===== src/rtl/ysyx_22050550_lsu_pkg.sv =====
// Shared types and constants for the load/store stage: FSM encoding, sideband layout,
// func3 encodings and helpers for access size decoding.
package ysyx_22050550_lsu_pkg;

   typedef enum logic [1:0] {
      S_IDLE = 2'd0,
      S_REQ  = 2'd1,
      S_WAIT = 2'd2,
      S_OUT  = 2'd3
   } lsu_state_e;

   // Sideband packing, LSB first; fields fill exactly 256 bits.
   localparam int SIDE_PC_LSB    = 0;
   localparam int SIDE_PC_W      = 64;
   localparam int SIDE_INST_LSB  = 64;
   localparam int SIDE_INST_W    = 32;
   localparam int SIDE_RS1_LSB   = 96;
   localparam int SIDE_RS1_W     = 5;
   localparam int SIDE_FLAGS_LSB = 101;
   localparam int SIDE_FLAGS_W   = 9;
   localparam int SIDE_IMM_LSB   = 110;
   localparam int SIDE_IMM_W     = 64;
   localparam int SIDE_RS2_LSB   = 174;
   localparam int SIDE_RS2_W     = 5;
   localparam int SIDE_WADDR_LSB = 179;
   localparam int SIDE_WADDR_W   = 5;
   localparam int SIDE_WEN_LSB   = 184;
   localparam int SIDE_WEN_W     = 1;
   localparam int SIDE_FUNC7_LSB = 185;
   localparam int SIDE_FUNC7_W   = 7;
   localparam int SIDE_NPC_LSB   = 192;
   localparam int SIDE_NPC_W     = 64;

   localparam logic [2:0] F3_LB  = 3'b000;
   localparam logic [2:0] F3_LH  = 3'b001;
   localparam logic [2:0] F3_LW  = 3'b010;
   localparam logic [2:0] F3_LD  = 3'b011;
   localparam logic [2:0] F3_LBU = 3'b100;
   localparam logic [2:0] F3_LHU = 3'b101;
   localparam logic [2:0] F3_LWU = 3'b110;

   function automatic logic [7:0] mask_base(input logic [1:0] size);
      logic [7:0] m;
      case (size)
         2'b00:   m = 8'h01;
         2'b01:   m = 8'h03;
         2'b10:   m = 8'h0F;
         default: m = 8'hFF;
      endcase
      return m;
   endfunction

   function automatic logic misaligned(input logic [1:0] size, input logic [2:0] off);
      logic bad;
      case (size)
         2'b01:   bad = off[0];
         2'b10:   bad = |off[1:0];
         2'b11:   bad = |off;
         default: bad = 1'b0;
      endcase
      return bad;
   endfunction

endpackage


===== src/rtl/ysyx_22050550_load_ext.sv =====
// Load data alignment: shifts the 8-byte memory word down to the accessed byte
// lane and sign/zero extends according to func3.
module ysyx_22050550_load_ext
   import ysyx_22050550_lsu_pkg::*;
#(
   parameter int XLEN = 64
) (
   input  logic [XLEN-1:0] rdata,
   input  logic [2:0]      offset,
   input  logic [2:0]      func3,
   output logic [XLEN-1:0] lsures
);

   logic [XLEN-1:0] shifted;

   always_comb begin
      shifted = rdata >> {offset, 3'b000};
      lsures  = '0;
      case (func3)
         F3_LB:   lsures = {{(XLEN-8){shifted[7]}}, shifted[7:0]};
         F3_LH:   lsures = {{(XLEN-16){shifted[15]}}, shifted[15:0]};
         F3_LW:   lsures = {{(XLEN-32){shifted[31]}}, shifted[31:0]};
         F3_LD:   lsures = shifted;
         F3_LBU:  lsures = {{(XLEN-8){1'b0}}, shifted[7:0]};
         F3_LHU:  lsures = {{(XLEN-16){1'b0}}, shifted[15:0]};
         F3_LWU:  lsures = {{(XLEN-32){1'b0}}, shifted[31:0]};
         default: lsures = '0;
      endcase
   end

endmodule


===== src/rtl/ysyx_22050550_lsu.sv =====
// Load/store stage: captures one EX bundle at a time, issues a single data-memory
// request for loads/stores, and hands the result bundle to the WBU.
module ysyx_22050550_lsu
   import ysyx_22050550_lsu_pkg::*;
#(
   parameter int XLEN   = 64,
   parameter int SIDE_W = 256
) (
   input  logic              clock,
   input  logic              reset,
   input  logic              io_EXLS_valid,
   output logic              io_EXLS_ready,
   input  logic [SIDE_W-1:0] io_EXLS_side,
   input  logic [XLEN-1:0]   io_EXLS_alures,
   input  logic [XLEN-1:0]   io_EXLS_rs2,
   input  logic [2:0]        io_EXLS_func3,
   input  logic              io_EXLS_readflag,
   input  logic              io_EXLS_writeflag,
   output logic              mem_req_valid,
   input  logic              mem_req_ready,
   output logic [XLEN-1:0]   mem_req_addr,
   output logic              mem_req_wen,
   output logic [XLEN-1:0]   mem_req_wdata,
   output logic [7:0]        mem_req_wmask,
   input  logic              mem_resp_valid,
   input  logic [XLEN-1:0]   mem_resp_rdata,
   output logic              io_LSWB_valid,
   input  logic              io_LSWB_ready,
   output logic [SIDE_W-1:0] io_LSWB_side,
   output logic [XLEN-1:0]   io_LSWB_alures,
   output logic [XLEN-1:0]   io_LSWB_lsures,
   output logic              io_LSWB_readflag,
   output logic [2:0]        io_LSWB_func3,
   output logic              io_LSWB_abort
);

   lsu_state_e state_q, state_d;

   logic              cap_ex, cap_resp;
   logic              is_mem_in, misal_in;
   logic [SIDE_W-1:0] side_p1;
   logic [XLEN-1:0]   alures_p1, rs2_p1, lsures_p1, ext_data;
   logic [2:0]        func3_p1, offset_p1;
   logic              rd_p1, wr_p1, abort_p1;

   assign is_mem_in = io_EXLS_readflag | io_EXLS_writeflag;
   assign misal_in  = misaligned(io_EXLS_func3[1:0], io_EXLS_alures[2:0]);
   assign offset_p1 = alures_p1[2:0];

   always_comb begin
      state_d       = state_q;
      io_EXLS_ready = 1'b0;
      mem_req_valid = 1'b0;
      io_LSWB_valid = 1'b0;
      cap_ex        = 1'b0;
      cap_resp      = 1'b0;
      case (state_q)
         S_IDLE: begin
            io_EXLS_ready = 1'b1;
            if (io_EXLS_valid) begin
               cap_ex  = 1'b1;
               state_d = (!is_mem_in || misal_in) ? S_OUT : S_REQ;
            end
         end
         S_REQ: begin
            mem_req_valid = 1'b1;
            if (mem_req_ready) begin
               // A response in the acceptance cycle lets us skip WAIT entirely.
               if (mem_resp_valid) begin
                  cap_resp = 1'b1;
                  state_d  = S_OUT;
               end else begin
                  state_d  = S_WAIT;
               end
            end
         end
         S_WAIT: begin
            if (mem_resp_valid) begin
               cap_resp = 1'b1;
               state_d  = S_OUT;
            end
         end
         S_OUT: begin
            io_LSWB_valid = 1'b1;
            if (io_LSWB_ready) state_d = S_IDLE;
         end
         default: state_d = S_IDLE;
      endcase
   end

   always_ff @(posedge clock or negedge reset) begin
      if (!reset) state_q <= S_IDLE;
      else        state_q <= state_d;
   end

   // Capture stage: EX bundle and, later, the extended memory response.
   always_ff @(posedge clock or negedge reset) begin
      if (!reset) begin
         side_p1   <= '0;
         alures_p1 <= '0;
         rs2_p1    <= '0;
         func3_p1  <= '0;
         rd_p1     <= 1'b0;
         wr_p1     <= 1'b0;
         abort_p1  <= 1'b0;
         lsures_p1 <= '0;
      end else if (cap_ex) begin
         side_p1   <= io_EXLS_side;
         alures_p1 <= io_EXLS_alures;
         rs2_p1    <= io_EXLS_rs2;
         func3_p1  <= io_EXLS_func3;
         rd_p1     <= io_EXLS_readflag;
         wr_p1     <= io_EXLS_writeflag;
         abort_p1  <= is_mem_in & misal_in;
         lsures_p1 <= '0;
      end else if (cap_resp) begin
         lsures_p1 <= rd_p1 ? ext_data : '0;
      end
   end

   ysyx_22050550_load_ext #(.XLEN(XLEN)) u_load_ext (
      .rdata  (mem_resp_rdata),
      .offset (offset_p1),
      .func3  (func3_p1),
      .lsures (ext_data)
   );

   // Request fields are forced to zero outside REQ so the bus idles quietly.
   assign mem_req_addr  = mem_req_valid ? {alures_p1[XLEN-1:3], 3'b000} : '0;
   assign mem_req_wen   = mem_req_valid & wr_p1 & ~rd_p1;
   assign mem_req_wdata = mem_req_valid ? (rs2_p1 << {offset_p1, 3'b000}) : '0;
   assign mem_req_wmask = mem_req_valid ? (mask_base(func3_p1[1:0]) << offset_p1) : 8'h00;

   assign io_LSWB_side     = side_p1;
   assign io_LSWB_alures   = alures_p1;
   assign io_LSWB_lsures   = lsures_p1;
   assign io_LSWB_readflag = rd_p1;
   assign io_LSWB_func3    = func3_p1;
   assign io_LSWB_abort    = abort_p1;

endmodule

===== config.mk =====
export PLATFORM = sky130hd
export DESIGN_NAME = ysyx_22050550_lsu
export DESIGN_NICKNAME = d
export VERILOG_FILES = /design/src/rtl/ysyx_22050550_lsu_pkg.sv /design/src/rtl/ysyx_22050550_load_ext.sv /design/src/rtl/ysyx_22050550_lsu.sv
export SDC_FILE = /design/constraint.sdc
export NUM_CORES = 1
export LEC_CHECK = 0
export ABC_CLOCK_PERIOD_IN_PS = 2540
export BUFFER_PORTS_ARGS = -buffer_cell sky130_fd_sc_hd__buf_4
export CAP_MARGIN = 10
export CORE_AREA = 2 2 387 389
export DETAILED_ROUTE_END_ITERATION = 7
export DIE_AREA = 0 0 389 391
export PLACE_DENSITY = 0.45
export SYNTH_ARGS = -nofsm -noshare
export SYNTH_HDL_FRONTEND = slang
export SYNTH_SLANG_ARGS = --single-unit

===== constraint.sdc =====
create_clock -name clock -period 2.54 [get_ports clock]
set_input_delay 0.508 -clock clock [delete_from_list [all_inputs] [get_ports clock]]
set_output_delay 0.508 -clock clock [all_outputs]
set_load 0.01 [all_outputs]

==> results of run 1 <==
==> worst max-delay path, cell delays in order, from the launching register on <==
cell,delay [ns]
dfrtp_4,0.54
clkbuf_16,0.20
clkbuf_16,0.17
mux2i_2,0.27
nor2_1,0.07
a21oi_1,0.14
o22a_1,0.16
nor2_1,0.04
buf_4,0.14
==> final timing paths <==
kind | start | to | slack (ns) | cells past startpoint
max reg2reg | io_LSWB_alures[1] | io_LSWB_lsures[26] | 0.04 | 6
min in group asynchronous | reset | io_LSWB_func3[1] | 0.38 | 2
min reg2reg | io_LSWB_lsures[2] | io_LSWB_lsures[2] | 0.49 | 2
max in group asynchronous | reset | io_LSWB_side[190] | 1.29 | 3
min | io_EXLS_rs2[13] | rs2_p1[13] | 0.07 | 2
max | io_LSWB_alures[1] | mem_req_wdata[41] | -0.37 | 8
==> cell type report <==
| class | count | area (sq um) | share of cell area [%] |
|---|---|---|---|
| Antenna cell | 8 | 20.02 | 0.05646 |
| Clock buffer | 79 | 1649 | 4.650 |
| Clock inverter | 21 | 302.8 | 0.8539 |
| Inverter | 8 | 33.78 | 0.09527 |
| Multi-Input combinational cell | 1108 | 9873 | 27.84 |
| Sequential cell | 456 | 11420 | 32.21 |
| Tap cell | 1944 | 2432 | 6.859 |
| Timing Repair Buffer | 1166 | 9727 | 27.43 |
==> placed cells by master (no fill, tap or decap), types with 9 or more instances in the layout <==
cell type  count
buf_4       1030
dfrtp_1      453
mux2_2       407
buf_6         84
nor2_1        76
a21oi_1       71
mux2i_1       68
nand2_1       65
clkbuf_16     63
and2_1        46
and2_4        41
a31oi_1       39
buf_12        28
o21ai_0       24
a221o_1       23
a211oi_1      19
nor2_2        18
a22oi_1       16
nor2_4        14
clkbuf_8      14
a21oi_2       12
mux2i_2       11
nor2b_1       11
a211oi_2      10
a32oi_1        9
mux4_2         9
o22ai_1        9
==> repair_timing <==
action	in CTS	in global routing
setup buffers	42	11
hold endpoints to repair	31	0
hold buffers	5	0
resized for setup	189	124
endpoints found under the setup margin	137	137
pin swaps	32	35
gates cloned	8	6
==> flip-flops by register name (all words and copies together), names as in the netlist <==
register,flops
io_LSWB_readflag,1
wr_p1,1
rs2_p1,64
io_LSWB_alures,64
io_LSWB_lsures,64
io_LSWB_abort,1
io_LSWB_side,256
io_LSWB_func3,3
state_q,2
==> power groups by stage <==
stage	Clock (mW)	Sequential [mW]	Combinational [mW]
after floorplan	0	14.0	10.1
after global placement	0	13.9	23.5
after detailed placement	0	14.0	23.5
after CTS	8.88	13.8	26.2
after global routing	9.14	14.2	28.8
final	8.57	13.9	27.2
==> per-layer routing <==
| layer | vias up | share of wire [%] |
|---|---|---|
| met2 | 794 | 51 |
| met5 | - | 0.11 |
| li1 | 8340 | - |
| met3 | 177 | 7.4 |
| met1 | 9648 | 39 |
| met4 | 24 | 2.9 |
==> cell families (layout without fill, tap and decap cells) <==
logic type,after synthesis,after routing,synth area share (%)
DFF,456,456,53.90
and+or+nand+nor,304,306,6.920
muxes,509,509,27.07
adders and majority gates,4,4,0.2364
AOI/OAI and AO/OA,286,286,8.924
other,1,11,0.01771
buffers and inverters,151,1274,2.931
==> through the flow <==
stage	instances	setup slack (ns)	utilization (%)
2_1_floorplan	1713	0.04440	-
5_1_grt	4788	-0.4412	23.87
3_3_place_gp	4615	-0.1473	21.27
4_1_cts	4767	-0.4043	23.42
3_5_place_dp	4615	-0.1375	21.27
6_report	4790	-0.3651	23.87
==> flow_summary_export.csv, run 1 <==
group,metric,value,unit
power,p_leak,16.15,nW
finish,layout.nets,3259,
setup_path,required,2.03,ns
clocking,clock_path_buffers,3,
setup_path,end_kind,"primary output",
power,switchingPower,19.91,mW
detailed_routing,vias,18980,
detailed_routing,final_antenna_net_count,0,
outcome,failed_checks,"setup timing",
grt,use_met1,17.41,%
power,clockPowerShare,17.3,%
timing,hold_viol,0,
timing,timing.fmax,0.3442,GHz
clocking,htree_levels,2,
clocking,clock_sinks,456,
power,seqPwrFrac,27.9,%
die,dieArea,152100,sq um
job,drv_cap,0,
synthesis,synth_ff_type,"dfrtp_1",
grt,grt_pass1_wl,161500,um
grt,grt_max_degree,80,
synthesis,synth_edf_count,0,
grt,grtUsageMet2,26.94,%
timing,drv_slew,0,
timing,finalWorstSetupSlack,-0.3651,ns
detailed_routing,routed_wl,120500,um
synthesis,yosysMostFrequentCell,"dfrtp_1",
synthesis,synth-seq-area-share,53.90,%
power,power,49.62,mW
synthesis,synth_common_cells,"456 x dfrtp_1, 412 x mux2_2, 107 x nor2_1, 102 x clkbuf_1, 88 x and2_1",
die,io_pins,988,
timing,finalCritPeriodShare,114.4,%
detailed_routing,avgRoutedWirePerCell,25.15,um
grt,grtUsageTotal,14.99,%
detailed_routing,vias_per_cell,3.963,
finish,nFillCells,15990,
synthesis,synth_top_area_cell,"dfrtp_1",
synthesis,synthCells,1711,
setup_path,cp_data_arrival_time,2.40,ns
clocking,cts_tree,"built",
power,power-per-cell-area,1399,nW/um^2
die,die_w,389,um
clocking,cts_inserted_buffers,56,
grt,antenna_found_initial,38,
timing,skew,0.03707,ns
power,ir_drop,584.1,uV
grt,grt_busiest_layer,"met2",
finish,drive_gt1_share,64.55,%
power,power.internal,29.71,mW
outcome,status,"finished with violations",
setup_path,cp-start-kind,"register",
synthesis,ys_types,46,
synthesis,synth.area.top_cells,"dfrtp_1 54%, mux2_2 22%, mux2i_1 4.0%",
placed_design,post_dp_cell_area,31590,sq um
setup_path,crit_type,"register to primary output",
setup_path,critPathMaxFanout,8,
timing,worst_pin_slew,0.6859,ns
synthesis,ys_ff_latch,456,
die,core_area,148500,sq um
timing,setup_viol_count_final,74,
placed_design,hpwl,96380,um
die,rows,142,
timing,grt_setup_unrepaired,"true",
finish,syn2layout_area_growth,67.49,%
worst_hold_path,hold_path.class,"input pin to register",
die,die_y,391,um
grt,use_met3,4.052,%
power,pwr-share-comb,54.8,%
grt,first_global_vias,19470,
placed_design,gp_congestion,0.8721,
synthesis,avgSynthCellArea,12.37,sq um
timing,fin_tns_setup,-19.30,ns
synthesis,synth_area,21170,sq um
placed_design,numPortBuffers,984,
detailed_routing,drc,0,
synthesis,synth_top_area_share,53.90,%
die,start_util,14.25,%
timing,holdWs,0.07494,ns
detailed_routing,drtIter0Drc,1068,
power,p_sw_share,40.13,%
clocking,clkLatencyLatePin,0.66,ns
timing,slew_headroom,54.13,%
clocking,cts-root-buf,"clkbuf_16",
finish,final_area,35460,sq um
synthesis,yosysWarnings,0,
clocking,cts.reportedPaths.clkPinSlew,0.07,ns
timing,min_period,2.905,ns
detailed_routing,dr.pass1.iters,5,
synthesis,synthArstFlopShare,100.0,%
grt,grt-ovfl-total,0,
Note: power is estimated with default switching activity, not from simulation.
==> run 2: changes to the inputs <==
--- a/config.mk
+++ b/config.mk
@@ -5,13 +5,14 @@
 export SDC_FILE = /design/constraint.sdc
 export NUM_CORES = 1
 export LEC_CHECK = 0
-export ABC_CLOCK_PERIOD_IN_PS = 2540
+export ABC_CLOCK_PERIOD_IN_PS = 2900
 export BUFFER_PORTS_ARGS = -buffer_cell sky130_fd_sc_hd__buf_4
 export CAP_MARGIN = 10
 export CORE_AREA = 2 2 387 389
 export DETAILED_ROUTE_END_ITERATION = 7
 export DIE_AREA = 0 0 389 391
 export PLACE_DENSITY = 0.45
+export SETUP_SLACK_MARGIN = 0.15
 export SYNTH_ARGS = -nofsm -noshare
 export SYNTH_HDL_FRONTEND = slang
 export SYNTH_SLANG_ARGS = --single-unit
==> constraint.sdc (replaced) <==
create_clock -name clock -period 2.9 [get_ports clock]
set_input_delay 0.58 -clock clock [delete_from_list [all_inputs] [get_ports clock]]
set_output_delay 0.58 -clock clock [all_outputs]
set_load 0.01 [all_outputs]
==> flow_summary_export.csv, run 2 (synthesis gave the netlist of run 1 again) <==
group,metric,value,unit
clocking,htree_levels,2,
die,die_y,391,um
setup_path,critPathSlowestCell,"dfrtp_4",
power,power.internal,26.33,mW
setup_path,cp-start-kind,"register",
grt,antenna_found_initial,47,
grt,grtUsageTotal,15.07,%
timing,drv_slew,0,
detailed_routing,drc,0,
timing,setup_viol_count_final,29,
detailed_routing,vias,18970,
finish,layout_common_cells,"1,029 x buf_4, 452 x dfrtp_1, 406 x mux2_2",
grt,grt_max_degree,67,
timing,min_period,3.023,ns
timing,grt_setup_unrepaired,"true",
die,core_area,148500,sq um
setup_path,end_kind,"primary output",
setup_path,required,2.32,ns
setup_path,max_stage_delay,0.58,ns
timing,holdWs,0.1466,ns
finish,nFillCells,15930,
detailed_routing,drtIter0Drc,1024,
clocking,cts.reportedPaths.clkPinSlew,0.06,ns
timing,hold_viol,0,
die,dieArea,152100,sq um
grt,first_global_vias,19480,
job,drv_cap,0,
power,p_leak,16.19,nW
power,ir_drop,508.0,uV
detailed_routing,vias_per_cell,3.966,
grt,grt_pass1_wl,161500,um
placed_design,post_dp_cell_area,31330,sq um
die,start_util,14.25,%
power,power-per-cell-area,1234,nW/um^2
detailed_routing,dr.pass1.iters,5,
detailed_routing,routed_wl,120900,um
clocking,cts_tree,"built",
die,io_pins,988,
outcome,status,"finished with violations",
detailed_routing,final_antenna_net_count,0,
power,p_sw_share,40.26,%
power,pwr-share-comb,55.6,%
setup_path,crit_chain,"buf_6 -> buf_6 -> clkinvlp_4 -> buf_6 -> buf_12 -> nor2_2 -> a21oi_1 -> o21ai_2 -> buf_4",
timing,timing.fmax,0.3308,GHz
finish,syn2layout_area_growth,68.73,%
die,die_w,389,um
setup_path,crit_type,"register to primary output",
finish,largest_reg_flops,256,
timing,slew_headroom,44.94,%
power,clockPowerShare,16.6,%
timing,worst_pin_slew,0.8258,ns
placed_design,numPortBuffers,984,
timing,skew,0.03145,ns
clocking,cts-root-buf,"clkbuf_16",
finish,layout.nets,3249,
clocking,clock_sinks,456,
power,switchingPower,17.75,mW
outcome,failed_checks,"setup timing",
timing,finalWorstSetupSlack,-0.1229,ns
placed_design,place_ws,0.3734,ns
clocking,cts_inserted_buffers,58,
setup_path,critPathMaxFanout,8,
detailed_routing,avgRoutedWirePerCell,25.28,um
clocking,clkLatencyLatePin,0.66,ns
setup_path,cp_common_cell,"buf_6",
power,seqPwrFrac,27.7,%
clocking,clock_path_buffers,3,
worst_hold_path,hold_path.class,"input pin to register",
placed_design,gp_congestion,0.8372,
die,rows,142,
finish,drive_gt1_share,64.95,%
placed_design,hpwl,94890,um
finish,final_area,35720,sq um
timing,finalCritPeriodShare,104.2,%
finish,layout_commonest_cell,"buf_4",
grt,grt-ovfl-total,0,
setup_path,cp_data_arrival_time,2.44,ns
-- run 2: cell count changes in the layout (fill, tap and decap cells not counted), sizes merged --
cell	delta
diode	+2
bufbuf	-1
clkinvlp	+3
clkinv	-2
dlygate4sd3	-4
clkbuf	+6
buf	-6
inv	-2
bufinv	-2
-- run 2: critical path, delay by kind of cell, from the launching register on --
family	cells	cell delay (ns)
flip-flops	1	0.58
buffers and inverters	6	0.85
AND/OR/NAND/NOR	1	0.10
AO/OA/AOI/OAI	2	0.24
-- run 2: power by group through the flow --
stage                     combinational (mW)  clock (mW)  sequential (mW)
after floorplan                         8.87           0             12.2
after CTS                               23.3        7.58             12.1
after global placement                  20.3           0             12.1
after global routing                    25.9        7.82             12.6
after detailed placement                20.3           0             12.2
final                                   24.5        7.33             12.2
-- run 2: timing repair --
item                                    in CTS  in global routing
endpoints found under the setup margin     135                103
hold buffers                                 1                  0
gates resized for setup                    211                144
gates cloned                                17                  5
setup buffers                               39                 29
hold endpoints to repair                    27                  0
pin swaps                                   41                 34
-- run 2: metrics by stage --
stage | power, mW | instances | setup TNS, ns | util [%]
2_1_floorplan | 21.10 | 1713 | 0 | -
3_3_place_gp | 32.35 | 4579 | 0 | 21.09
3_5_place_dp | 32.47 | 4579 | 0 | 21.09
4_1_cts | 42.98 | 4740 | -1.565 | 23.40
5_1_grt | 46.30 | 4781 | -4.300 | 24.05
6_report | 44.08 | 4784 | -1.358 | 24.05
-- run 2: per-layer routing --
metal	global-route usage [%]	part of all wire [%]
met5	0	0.23
met4	5.659	4.0
met3	4.988	8.1
met2	26.25	50
met1	17.03	38
-- run 2: final cells by class --
| class | count | area [sq um] | area share (%) |
|---|---|---|---|
| antenna | 10 | 25.02 | 0.07005 |
| clock buffer | 86 | 1697 | 4.749 |
| clock inverter | 18 | 215.2 | 0.6024 |
| inverter | 8 | 37.54 | 0.1051 |
| multi-input combinational | 1108 | 10070 | 28.18 |
| sequential | 456 | 11420 | 31.98 |
| tap | 1944 | 2432 | 6.809 |
| timing repair buffer | 1154 | 9824 | 27.50 |
-- run 2: path summary, 6_finish.rpt --
path,startpoint,endpoint,slack (ns),depth (start not counted)
worst min-delay path,io_EXLS_side[105],io_LSWB_side[105],0.15,2
min in group asynchronous,reset,rs2_p1[55],0.57,2
worst min register to register,io_LSWB_lsures[4],io_LSWB_lsures[4],0.49,2
worst max-delay path,io_LSWB_alures[0],mem_req_wdata[35],-0.12,9
max in group asynchronous,reset,io_LSWB_side[230],1.50,3
worst max register to register,io_LSWB_alures[1],io_LSWB_lsures[18],0.14,9
==> run 3: changes to the inputs <==
--- a/config.mk
+++ b/config.mk
@@ -5,7 +5,7 @@
 export SDC_FILE = /design/constraint.sdc
 export NUM_CORES = 1
 export LEC_CHECK = 0
-export ABC_CLOCK_PERIOD_IN_PS = 2900
+export ABC_AREA = 1
 export BUFFER_PORTS_ARGS = -buffer_cell sky130_fd_sc_hd__buf_4
 export CAP_MARGIN = 10
 export CORE_AREA = 2 2 387 389
==> flow_summary_export.csv, run 3 <==
group,metric,value,unit
clocking,cts.reportedPaths.clkPinSlew,0.07,ns
setup_path,cp-start-kind,"register",
detailed_routing,vias_per_cell,4.071,
detailed_routing,vias,24090,
finish,layout_common_cells,"1,629 x nand2_1, 1,033 x buf_4, 450 x dfrtp_1",
placed_design,dpl.cell_count,5734,
synthesis,synth_area,21620,sq um
timing,hold_viol,0,
finish,fin_cells,5917,
placed_design,hpwl,110000,um
synthesis,yosysWarnings,0,
setup_path,cp_common_cell,"nor2_4",
die,core_area,148500,sq um
detailed_routing,avgRoutedWirePerCell,23.91,um
detailed_routing,routed_wl,141400,um
placed_design,numPortBuffers,984,
timing,setup_viol_count_final,35,
synthesis,synth.area.top_cells,"dfrtp_1 53%, nand2_1 29%, o21ai_0 3.7%",
synthesis,synth_common_cells,"1,650 x nand2_1, 456 x dfrtp_1, 161 x o21ai_0, 116 x inv_1, 111 x clkbuf_1",
finish,syn2layout_area_growth,66.72,%
grt,grt_max_degree,139,
timing,slew_headroom,39.57,%
clocking,clock_sinks,456,
power,power-per-cell-area,1193,nW/um^2
setup_path,cp_data_arrival_time,2.38,ns
synthesis,synth_top_area_share,52.79,%
detailed_routing,dr.pass1.iters,6,
power,ir_drop,503.2,uV
grt,grt_pass1_wl,192200,um
finish,layout.nets,4375,
timing,finalWorstSetupSlack,-0.06195,ns
setup_path,critPathMaxFanout,8,
job,drv_cap,0,
power,p_leak,19.23,nW
die,die_y,391,um
clocking,cts-root-buf,"clkbuf_16",
timing,worst_pin_slew,0.9065,ns
clocking,cts_tree,"built",
timing,min_period,2.962,ns
synthesis,synth_top_area_cell,"dfrtp_1",
synthesis,ys_types,37,
timing,skew,0.04901,ns
outcome,failed_checks,"setup timing",
setup_path,critPathSlowestCell,"dfrtp_1",
outcome,status,"finished with violations",
worst_hold_path,min_path_cells,3,
die,io_pins,988,
setup_path,reg2reg_setup_slack,0.37,ns
setup_path,r2r-start,"io_LSWB_alures[0]",
die,die_w,389,um
finish,nFillCells,16430,
die,dieArea,152100,sq um
setup_path,max_stage_delay,0.38,ns
synthesis,synthArstFlopShare,100.0,%
setup_path,crit_type,"register to primary output",
setup_path,required,2.32,ns
worst_hold_path,worstHoldStart,"io_EXLS_side[112]",
power,power,42.99,mW
clocking,clkLatencyLatePin,0.70,ns
grt,antenna_found_initial,46,
finish,largest_reg_flops,256,
finish,final_area,36040,sq um
detailed_routing,drc,0,
placed_design,place_ws,0.2280,ns
die,rows,142,
timing,grt_setup_unrepaired,"true",
placed_design,gp_congestion,0.9166,
clocking,clock_path_buffers,3,
detailed_routing,drtIter0Drc,1814,
die,start_util,14.55,%
setup_path,crit_chain,"inv_2 -> ha_4 -> clkinvlp_4 -> nor2_4 -> buf_6 -> clkinvlp_4 -> buf_12 -> nor2_4 -> inv_6 -> nor2_4 -> buf_4",
placed_design,post_dp_cell_area,31610,sq um
clocking,htree_levels,2,
detailed_routing,final_antenna_net_count,0,
timing,timing.fmax,0.3376,GHz
synthesis,synth_edf_count,0,
worst_hold_path,hold_path.class,"input pin to register",
setup_path,end_kind,"primary output",
grt,first_global_vias,23530,
worst_hold_path,whs_endpoint,"io_LSWB_side[112]",
synthesis,avgSynthCellArea,7.464,sq um
finish,utilization,24.26,%
synthesis,yosysMostFrequentCell,"nand2_1",
clocking,cts_inserted_buffers,60,
setup_path,worst_r2r_path_depth,10,
finish,drive_gt1_share,36.16,%
synthesis,ys_ff_latch,456,
synthesis,synthCells,2896,
grt,grt-ovfl-total,0,
finish,layout_commonest_cell,"nand2_1",
timing,drv_slew,0,
timing,finalCritPeriodShare,102.1,%
grt,grtUsageTotal,17.70,%
synthesis,synth_ff_type,"dfrtp_1",
setup_path,r2r-end,"io_LSWB_lsures[10]",
synthesis,synth-seq-area-share,52.79,%
run 3: cell types whose count changed after synthesis, sizes merged, moves of 82 or more:
cell   previous run  this run
and2             88         0
o21ai            39       182
nand2            66      1651
mux2            416         0
inv               8       120
nand3             4        86
run 3: where the power goes:
group / internal, mW / total (mW) / switching (mW) / leakage (nW)
clock network: 4.85 / 8.19 / 3.34 / 1.05
registers: 9.23 / 11.8 / 2.53 / 5.77
logic: 9.46 / 23.0 / 13.6 / 12.4
run 3: layout make-up:
| type | count | area (sq um) | area share, % |
|---|---|---|---|
| timing repair buffer | 1139 | 9549 | 26.50 |
| multi-input combinational | 2133 | 9958 | 27.63 |
| clock buffer | 89 | 1760 | 4.885 |
| antenna | 10 | 25.02 | 0.06943 |
| timing repair inverter | 1 | 6.256 | 0.01736 |
| clock inverter | 24 | 394.1 | 1.094 |
| sequential | 456 | 11420 | 31.69 |
| inverter | 121 | 494.2 | 1.371 |
| tap | 1944 | 2432 | 6.749 |
run 3: stage by stage:
stage | TNS [ns] | hold WS, ns
2_1_floorplan | 0 | 0.2844
3_3_place_gp | 0 | 0.4637
3_5_place_dp | 0 | 0.4660
4_1_cts | -0.7596 | 0.002372
5_1_grt | -5.834 | 0.01723
6_report | -1.215 | 0.06572
run 3: worst max-delay path by stage:
stage | start | to | cells past startpoint
after floorplan | state_q[1] | mem_req_wdata[34] | 8
after global placement | state_q[1] | mem_req_wdata[45] | 6
after detailed placement | state_q[1] | mem_req_wdata[45] | 6
after CTS | io_LSWB_alures[0] | mem_req_wdata[57] | 8
after global routing | state_q[1] | mem_req_wdata[33] | 10
final | state_q[1] | mem_req_wdata[0] | 11
run 3: kinds of logic (layout without fill, tap and decap cells):
logic type,after synthesis,after routing,share of synthesized area [%]
muxes,19,19,0.8798
and+or+nand+nor,1853,1853,33.45
other,1,13,0.01735
AOI/OAI and AO/OA,254,254,6.436
buffers and inverters,309,1374,6.199
DFF,456,456,52.79
adders and majority gates,4,4,0.2315
run 3: per-layer routing:
metal | vias up | track usage (%) | part of all wire (%)
li1 | 11070 | - | -
met1 | 11750 | 22.83 | 42
met2 | 1040 | 28.72 | 47
met3 | 203 | 4.941 | 8.3
met4 | 18 | 5.095 | 3.1
met5 | - | 0 | 0.089
run 3: repair_timing:
action | CTS | global route
gates resized for setup | 203 | 177
hold endpoints to repair | 33 | 0
gates cloned | 9 | 10
buffers inserted | 25 | 15
hold buffers | 1 | 0
pin swaps | 18 | 35
endpoints found under the setup margin | 134 | 116
run 3: worst max-delay path: cells and delay by family (launching register included):
kind                     cells  cell delay, ns
flip-flops                   1            0.38
AND/OR/NAND/NOR              3            0.37
buffers and inverters        7            0.80
adder cells (fa/ha/maj)      1            0.16
